===== config.mk =====
export PLATFORM = sky130hd
export DESIGN_NAME = iter_multiplier
export DESIGN_NICKNAME = d
export VERILOG_FILES = /design/src/rtl/mult_pkg.sv /design/src/rtl/iter_multiplier_dp.sv /design/src/rtl/iter_multiplier.sv
export SDC_FILE = /design/constraint.sdc
export NUM_CORES = 1
export LEC_CHECK = 0
export BUFFER_PORTS_ARGS = -buffer_cell sky130_fd_sc_hd__buf_2
export CAP_MARGIN = 20
export CORE_UTILIZATION = 55
export DETAILED_ROUTE_END_ITERATION = 10
export MAX_ROUTING_LAYER = met4
export PLACE_DENSITY = 0.76
export RECOVER_POWER = 100
export SLEW_MARGIN = 40
export SYNTH_ARGS = -nofsm -noshare
export SYNTH_HDL_FRONTEND = slang
export SYNTH_HIERARCHICAL = 1
export SYNTH_SLANG_ARGS = --single-unit
export TNS_END_PERCENT = 30

===== constraint.sdc =====
create_clock -name clk -period 4.1 [get_ports clk]
set_input_delay 1.23 -clock clk [delete_from_list [all_inputs] [get_ports clk]]
set_output_delay 1.23 -clock clk [all_outputs]
set_load 0.05 [all_outputs]

===== src/rtl/mult_pkg.sv =====
// Shared definitions for the iterative arithmetic units: FSM state type and its encoding.
package mult_pkg;

  localparam int MULT_STATE_W = 2;

  localparam logic [MULT_STATE_W-1:0] ENC_IDLE = 2'b00;
  localparam logic [MULT_STATE_W-1:0] ENC_BUSY = 2'b01;
  localparam logic [MULT_STATE_W-1:0] ENC_DONE = 2'b10;

  typedef enum logic [MULT_STATE_W-1:0] {
    ST_IDLE = ENC_IDLE,
    ST_BUSY = ENC_BUSY,
    ST_DONE = ENC_DONE
  } mult_state_e;

  // Width of an iteration counter that must reach n inclusive without wrapping.
  function automatic int cnt_width(input int n);
    return (n < 1) ? 1 : $clog2(n + 1);
  endfunction

endpackage


===== src/rtl/iter_multiplier_dp.sv =====
// Datapath of iter_multiplier: operand registers, shift-add accumulator and product register.
// MULT_SIGNED_EN adds magnitude conversion at load and sign fix-up of the final product.
module iter_multiplier_dp #(
  parameter int N_A = 8,
  parameter int N_B = 8
) (
  input  logic                 clk,
  input  logic                 reset,
  input  logic                 load,
  input  logic                 step,
  input  logic                 finish,
`ifdef MULT_SIGNED_EN
  input  logic                 is_signed,
`endif
  input  logic [N_A-1:0]       a,
  input  logic [N_B-1:0]       b,
  output logic [N_A+N_B-1:0]   product
);

  localparam int N_OUT = N_A + N_B;

  logic [N_OUT-1:0] a_q, a_d;
  logic [N_B:0]     b_q, b_d;
  logic [N_OUT-1:0] acc_q, acc_d;
  logic [N_OUT-1:0] product_q, product_d;

`ifdef MULT_SIGNED_EN
  logic           neg_q, neg_d;
  logic           a_neg, b_neg;
  logic [N_A:0]   a_ext, a_mag;
  logic [N_B:0]   b_ext, b_mag;

  // One extra bit keeps the magnitude of the most negative operand exact.
  always_comb begin
    a_neg = is_signed & a[N_A-1];
    b_neg = is_signed & b[N_B-1];
    a_ext = {a_neg, a};
    b_ext = {b_neg, b};
    a_mag = a_neg ? -a_ext : a_ext;
    b_mag = b_neg ? -b_ext : b_ext;
  end
`endif

  always_comb begin
    a_d       = a_q;
    b_d       = b_q;
    acc_d     = acc_q;
    product_d = product_q;
`ifdef MULT_SIGNED_EN
    neg_d     = neg_q;
`endif
    if (load) begin
`ifdef MULT_SIGNED_EN
      a_d   = {{(N_B-1){1'b0}}, a_mag};
      b_d   = b_mag;
      neg_d = a_neg ^ b_neg;
`else
      a_d   = {{N_B{1'b0}}, a};
      b_d   = {1'b0, b};
`endif
      acc_d = '0;
    end else if (step) begin
      if (b_q[0]) acc_d = acc_q + a_q;
      a_d = a_q << 1;
      b_d = b_q >> 1;
    end else if (finish) begin
`ifdef MULT_SIGNED_EN
      product_d = neg_q ? -acc_q : acc_q;
`else
      product_d = acc_q;
`endif
    end
  end

  // NOTE: only the visible product is reset; operand and accumulator registers are always
  // reloaded on accept, so resetting them would just add reset fan-out.
  always_ff @(posedge clk) begin
    if (!reset) begin
      product_q <= '0;
    end else begin
      product_q <= product_d;
    end
  end

  always_ff @(posedge clk) begin
    a_q   <= a_d;
    b_q   <= b_d;
    acc_q <= acc_d;
`ifdef MULT_SIGNED_EN
    neg_q <= neg_d;
`endif
  end

  assign product = product_q;

endmodule


===== src/rtl/iter_multiplier.sv =====
// Iterative shift-add multiplier with valid/ready handshakes; one operation in flight.
// Optional MULT_SIGNED_EN adds the is_signed port for two's-complement operation.
module iter_multiplier
  import mult_pkg::*;
#(
  parameter int N_A = 8,
  parameter int N_B = 8
) (
  input  logic                 clk,
  input  logic                 reset,
  input  logic                 in_valid,
  output logic                 in_ready,
  input  logic [N_A-1:0]       A,
  input  logic [N_B-1:0]       B,
`ifdef MULT_SIGNED_EN
  input  logic                 is_signed,
`endif
  output logic                 out_valid,
  input  logic                 out_ready,
  output logic [N_A+N_B-1:0]   OUTPUT
);

  localparam int N_OUT = N_A + N_B;
  localparam int CNT_W = cnt_width(N_B);
  localparam logic [CNT_W-1:0] CNT_LAST = CNT_W'(N_B);

  mult_state_e      state_q, state_d;
  logic [CNT_W-1:0] cnt_q, cnt_d;
  logic             in_ready_q, in_ready_d;
  logic             out_valid_q, out_valid_d;
  logic             load, step, finish;

  // N_B shift-add edges (cnt 0..N_B-1), then one edge to publish the (sign-fixed) product.
  always_comb begin
    state_d     = state_q;
    cnt_d       = cnt_q;
    in_ready_d  = in_ready_q;
    out_valid_d = out_valid_q;
    load        = 1'b0;
    step        = 1'b0;
    finish      = 1'b0;
    case (state_q)
      ST_IDLE: begin
        if (in_valid && in_ready_q) begin
          load       = 1'b1;
          cnt_d      = '0;
          in_ready_d = 1'b0;
          state_d    = ST_BUSY;
        end
      end
      ST_BUSY: begin
        if (cnt_q == CNT_LAST) begin
          finish      = 1'b1;
          out_valid_d = 1'b1;
          state_d     = ST_DONE;
        end else begin
          step  = 1'b1;
          cnt_d = cnt_q + 1'b1;
        end
      end
      ST_DONE: begin
        if (out_ready) begin
          out_valid_d = 1'b0;
          in_ready_d  = 1'b1;
          state_d     = ST_IDLE;
        end
      end
      default: begin
        state_d     = ST_IDLE;
        in_ready_d  = 1'b1;
        out_valid_d = 1'b0;
      end
    endcase
  end

  // NOTE: sequential state uses non-blocking assignments so every flop samples pre-edge values.
  always_ff @(posedge clk) begin
    if (!reset) begin
      state_q     <= ST_IDLE;
      cnt_q       <= '0;
      in_ready_q  <= 1'b1;
      out_valid_q <= 1'b0;
    end else begin
      state_q     <= state_d;
      cnt_q       <= cnt_d;
      in_ready_q  <= in_ready_d;
      out_valid_q <= out_valid_d;
    end
  end

  iter_multiplier_dp #(
    .N_A (N_A),
    .N_B (N_B)
  ) u_dp (
    .clk       (clk),
    .reset     (reset),
    .load      (load),
    .step      (step),
    .finish    (finish),
`ifdef MULT_SIGNED_EN
    .is_signed (is_signed),
`endif
    .a         (A),
    .b         (B),
    .product   (OUTPUT)
  );

  assign in_ready  = in_ready_q;
  assign out_valid = out_valid_q;

endmodule


==> metrics.csv, run 1 <==
metric,value,unit
clock network fraction of design power,34.7,%
routed wire length,6946,um
CTS Buffer Depth,2,
WL/cell,15.00,um
top cells by instance count after synthesis,"55 x nand2_1, 48 x dfxtp_1, 22 x nor2_1, 17 x ha_1",
Hold Crit Class,reg2reg,
asr flop ratio synth,0,%
total gr overflow,0,
count of final setup violators,0,
Synth Instances,350,
clk_lat worst skew,0.35,ns
CTS Hold Bufs,0,
WP data required,4.37,ns
worst-margin pin slew,0.8371,ns
Die Ht,79.51,um
RSZ-0062 raised after global routing,false,
number of post-CTS setup repair buffers,0,
Reg power frac,44.4,%
Hold Fails Final Rpt,0,
clk slew on worst S/H paths,0.07,ns
CTS sink cnt,64,
max-slew violations,0,
#FFs+latches synth,64,
Tcrit/Tclk final,74.16,%
Port Buffers,37,
fin area,3717,um^2
initial core utilization,58.57,%
status,"finished, final reports clean",
PD cells,458.6,nW/um^2
CP Launch Type,flip-flop,
First DRT Iteration DRCs,134,
cts bufs inserted,9,
antenna violations before repair,0,
via count,2635,
leakage power,0.001475,uW
switch share,28.83,%
fmax,0.3289,GHz
Core Area,5642,um^2
nets,424,
PnR Total Power,1705,uW
IO Count,38,
vias in the first global route,2472,
synth-to-layout area growth,12.50,%
setup TNS,0,ns
routability congestion estimate,0.9053,
antenna diode count,0,
Combinational Power Share,20.9,%
"Net Count, Synth",388,
Maximum Capacitance Violations,0,
pin count of the biggest net entering global routing,27,
TritonCTS clock tree,done,
ys flop type,dfxtp_1,
critical path class,reg2reg,
HPWL Detailed,4978,um
TritonRoute pass-1 iters,4,
die footprint,6322,um^2
Post-synth EDFFs,16,
Post-CTS Resized,0,
Synth cell types,65,
Area after DPL,3536,um^2
die width,79.51,um
Total GRT Usage,24.94,%
share of layout cells above drive strength 1,15.09,%
cell taking the most area after synthesis,dfxtp_1,
synthesized area,3304,um^2
htree depth,3,
Pint,1213,uW
Residual DRC,0,
ranking of synthesized cells by area,"dfxtp_1 29%, edfxtp_1 15%, ha_1 6.4%",
CTS root buffer,clkbuf_8,
WP data arrival,3.31,ns
Critical Path Sink Type,flip-flop,
crit-path max FO,14,
via/cell ratio,5.691,
"count leader, synth",nand2_1,
area fraction of the dominant cell type after synthesis,29.08,%
sequential area share after synthesis,43.62,%
yosys warns,6,
slew margin rel.,44.19,%
Max IR drop VDD,0.0002747,V
row cnt,27,
mean post-synth cell area,9.441,um^2
Switching Power,491.6,uW
Antenna Violating Nets Remaining,0,
Max Clock Skew,0.01090,ns
min Tclk post-route,3.040,ns
first-pass GRT wire length,11610,um
-- layout by cell type, fill, tap and decap left out, drive strengths merged, types with 8 or more instances in the layout --
cell and n:
nand2 55, dfxtp 48, clkbuf 32, nor2 23, buf 20, a21oi 17, ha 17, a21boi 16
edfxtp 16, mux2 14, o21ai 14, nand3 13, inv 9, mux2i 9, a21o 8
-- cell type report --
class | instances | area [um^2]
Clock inverter | 4 | 48.80
Tap cell | 72 | 90.09
Timing Repair Buffer | 40 | 180.2
Fill cell | 500 | 1924
Sequential cell | 64 | 1441
Clock buffer | 12 | 176.4
Inverter | 9 | 33.78
Multi-Input combinational cell | 262 | 1747
-- final timing paths --
path	start	end	slack [ns]	cells past startpoint
setup / recovery	cnt_q[0]$_SDFFE_PN0P_	u_dp/acc_q[6]$_SDFFE_PP0P_	1.06	8
hold / removal	u_dp/product[9]$_SDFFE_PN0P_	u_dp/product[9]$_SDFFE_PN0P_	0.47	2
setup reg to reg	cnt_q[0]$_SDFFE_PN0P_	u_dp/acc_q[6]$_SDFFE_PP0P_	1.06	8
hold reg to reg	u_dp/product[9]$_SDFFE_PN0P_	u_dp/product[9]$_SDFFE_PN0P_	0.47	2
-- metrics by stage --
step	setup slack (ns)	hold slack (ns)	util, %	cells
finish	1.060	0.4659	65.89	463
global route	0.8452	0.4909	65.89	463
CTS	1.470	0.4648	66.67	463
detailed placement	1.166	0.4548	62.67	447
global placement	1.243	0.4486	62.67	447
floorplan	1.472	0.4409	-	350
-- sequential cells by signal (all words and copies together), names as in the netlist --
signal / flops
u_dp/a_q: 16
u_dp/acc_q: 16
u_dp/product: 16
u_dp/b_q: 8
cnt_q: 4
state_q: 2
in_ready: 1
out_valid: 1
-- kinds of logic after synthesis --
group	count (synthesis)	share of synthesized area, %
DFF	64	43.62
buffers and inverters	24	3.029
AOI/OAI and AO/OA	83	17.80
adders and majority gates	18	7.043
muxes	23	7.497
and+or+nand+nor	132	19.43
xor gates and xnor gates	6	1.591
-- per-layer routing --
layer | global-route usage, % | wire [um] | up-vias
li1 | - | - | 1328
met1 | 32.22 | 3364 | 1208
met2 | 36.15 | 3009 | 84
met3 | 4.914 | 387 | 15
met4 | 14.73 | 184 | 0
met5 | - | 0 | -
-- critical path: stages, from the launching register on --
cell,delay (ns)
dfxtp_1,0.41
inv_1,0.07
ha_1,0.21
and3b_1,0.21
nor2_1,0.22
clkbuf_1,0.67
and2_0,0.77
nand3_1,0.21
a21oi_1,0.19
-- power groups by stage --
| stage | Sequential [uW] | Clock [uW] | Combinational, uW |
|---|---|---|---|
| final | 757 | 591 | 357 |
| after CTS | 756 | 602 | 356 |
| after detailed placement | 770 | 0 | 354 |
| after global placement | 767 | 0 | 347 |
| after global routing | 762 | 629 | 397 |
| after floorplan | 756 | 0 | 287 |
Power figures use the tool's default switching activity.
==> inputs of run 2 (changes only) <==
--- a/config.mk
+++ b/config.mk
@@ -7,10 +7,10 @@
 export LEC_CHECK = 0
 export BUFFER_PORTS_ARGS = -buffer_cell sky130_fd_sc_hd__buf_2
 export CAP_MARGIN = 20
-export CORE_UTILIZATION = 55
+export CORE_UTILIZATION = 52
 export DETAILED_ROUTE_END_ITERATION = 10
 export MAX_ROUTING_LAYER = met4
-export PLACE_DENSITY = 0.76
+export PLACE_DENSITY = 0.75
 export RECOVER_POWER = 100
 export SLEW_MARGIN = 40
 export SYNTH_ARGS = -nofsm -noshare
==> constraint.sdc (replaced) <==
create_clock -name clk -period 2.6 [get_ports clk]
set_input_delay 0.78 -clock clk [delete_from_list [all_inputs] [get_ports clk]]
set_output_delay 0.78 -clock clk [all_outputs]
set_load 0.05 [all_outputs]
==> metrics.csv, run 2 (synthesized netlist as in run 1, its figures left out) <==
metric,value,unit,change
die footprint,6677,um^2,+5.6%
routed wire length,6992,um,+0.66%
R2R cell count,8,,unchanged
fmax,0.4145,GHz,+26%
Hold Fails Final Rpt,0,,unchanged
antenna diode count,0,,unchanged
TritonRoute pass-1 iters,4,,unchanged
Antenna Violating Nets Remaining,0,,unchanged
leakage power,0.001497,uW,+1.5%
nets,435,,+2.6%
Switching Power,776.0,uW,+58%
max-slew violations,0,,unchanged
clk_lat worst skew,0.35,ns,about the same
FILL cells,562,,+12%
worst-margin pin slew,0.8661,ns,+0.02906 ns
Reg power frac,47.0,%,+2.6 points
utilization after layout,62.23,%,-3.7 points
antenna violations before repair,0,,unchanged
row cnt,28,,+3.7%
CTS root buffer,clkbuf_8,,
share of layout cells above drive strength 1,16.92,%,+1.8 points
Pint,1761,uW,+45%
initial core utilization,54.84,%,-3.7 points
Tcrit/Tclk final,92.80,%,+19 points
Critical Path Sink Type,flip-flop,,
total gr overflow,0,,unchanged
Die Ht,81.72,um,+2.8%
hold path cells,2,,unchanged
HPWL Detailed,5163,um,+3.7%
clk slew on worst S/H paths,0.07,ns,about the same
routability congestion estimate,0.9382,,+3.6%
Max Clock Skew,0.009787,ns,-0.001111 ns
crit-path max FO,3,,-11
pin count of the biggest net entering global routing,30,,+11%
critical path class,reg2reg,,
Combinational Power Share,23.9,%,+3.0 points
setup TNS,0,ns,unchanged
synth-to-layout area growth,13.48,%,
cts bufs inserted,9,,unchanged
IO Count,38,,unchanged
status,"finished, final reports clean",,
slew margin rel.,42.26,%,-1.9 points
Port Buffers,37,,unchanged
First DRT Iteration DRCs,109,,-19%
WL/cell,14.66,um,-2.3%
CTS Buffer Depth,2,,unchanged
Post-CTS Resized,0,,unchanged
CP Launch Type,flip-flop,,
"most common cell after layout, fill and taps aside",nand2_1,,
clock network fraction of design power,29.0,%,-5.7 points
switch share,30.58,%,+1.8 points
Total GRT Usage,23.90,%,-1.0 points
WP data required,2.84,ns,-1.53 ns
most frequent cells in the layout,"55 x nand2_1, 48 x dfxtp_1, 24 x clkbuf_1",,
PD cells,676.7,nW/um^2,+48%
RSZ-0062 raised after global routing,false,,
Core Area,6026,um^2,+6.8%
via/cell ratio,5.675,,-0.28%
Maximum Capacitance Violations,0,,unchanged
count of final setup violators,0,,unchanged
min Tclk post-route,2.413,ns,-0.6278 ns
number of post-CTS setup repair buffers,0,,unchanged
Residual DRC,0,,unchanged
vias in the first global route,2478,,+0.24%
htree depth,3,,unchanged
first-pass GRT wire length,11470,um,-1.1%
Max IR drop VDD,0.0004693,V,+71%
WP data arrival,2.65,ns,-0.66 ns
Hold Crit Class,reg2reg,,
CTS Hold Bufs,0,,unchanged
via count,2707,,+2.7%
die width,81.72,um,+2.8%
TritonCTS clock tree,done,,
CTS sink cnt,64,,unchanged
==> run 2: cell types whose count changed in the layout (fill, tap and decap cells not counted), sizes merged <==
cell    delta
clkinv     +1
clkbuf     +5
bufinv     -1
buf        +6
==> run 2: metal layers <==
| layer | global-route usage [%] | routed length, um | part of all wire, % |
|---|---|---|---|
| met1 | 30.88 | 3422 | 49 |
| met2 | 35.58 | 3105 | 44 |
| met3 | 5.333 | 370 | 5.3 |
| met4 | 11.05 | 93 | 1.3 |
| met5 | - | 0 | 0 |
==> run 2: cell type report <==
| cell class | instances | area (um^2) | share of cell area, % |
|---|---|---|---|
| Clock buffer | 12 | 145.1 | 3.871 |
| Clock inverter | 4 | 20.02 | 0.5339 |
| Inverter | 9 | 33.78 | 0.9009 |
| Multi-Input combinational cell | 262 | 1753 | 46.75 |
| Sequential cell | 64 | 1441 | 38.44 |
| Tap cell | 75 | 93.84 | 2.503 |
| Timing Repair Buffer | 51 | 262.8 | 7.007 |
==> run 2: critical path, cell delays in order (launching register included) <==
cell and delay, ns:
edfxtp_1 0.39, ha_1 0.25, fa_1 0.41, a21o_1 0.19, a21oi_1 0.19, o21ai_0 0.18
a311oi_1 0.38, nor4_1 0.09, a211o_1 0.23
==> run 2: per-stage QoR <==
stage	power, uW	cell area, um^2	setup slack, ns	hold WS [ns]	cells
after CTS	2576	3812	0.2143	0.4650	477
after global placement	1821	3647	0.2676	0.4493	461
after global routing	2680	3750	0.1053	0.4921	477
after detailed placement	1829	3647	0.2308	0.4556	461
after floorplan	1645	3304	0.3382	0.4409	350
final	2537	3750	0.1873	0.4642	477
==> run 2: power by group through the flow <==
| stage | clock (uW) | sequential [uW] | combinational (uW) |
|---|---|---|---|
| final | 736 | 1190 | 608 |
| after global routing | 804 | 1200 | 673 |
| after CTS | 762 | 1190 | 623 |
| after detailed placement | 0 | 1210 | 616 |
| after global placement | 0 | 1210 | 611 |
| after floorplan | 0 | 1190 | 452 |
==> run 2: path summary, 6_finish.rpt <==
path | end | startpoint | slack (ns)
setup / recovery | u_dp/acc_q[12]$_SDFFE_PP0P_ | u_dp/a_q[0]$_SDFFCE_PN0P_ | 0.19
hold / removal | u_dp/product[13]$_SDFFE_PN0P_ | u_dp/product[13]$_SDFFE_PN0P_ | 0.46
setup reg to reg | u_dp/acc_q[12]$_SDFFE_PP0P_ | u_dp/a_q[0]$_SDFFCE_PN0P_ | 0.19
hold reg to reg | u_dp/product[13]$_SDFFE_PN0P_ | u_dp/product[13]$_SDFFE_PN0P_ | 0.46
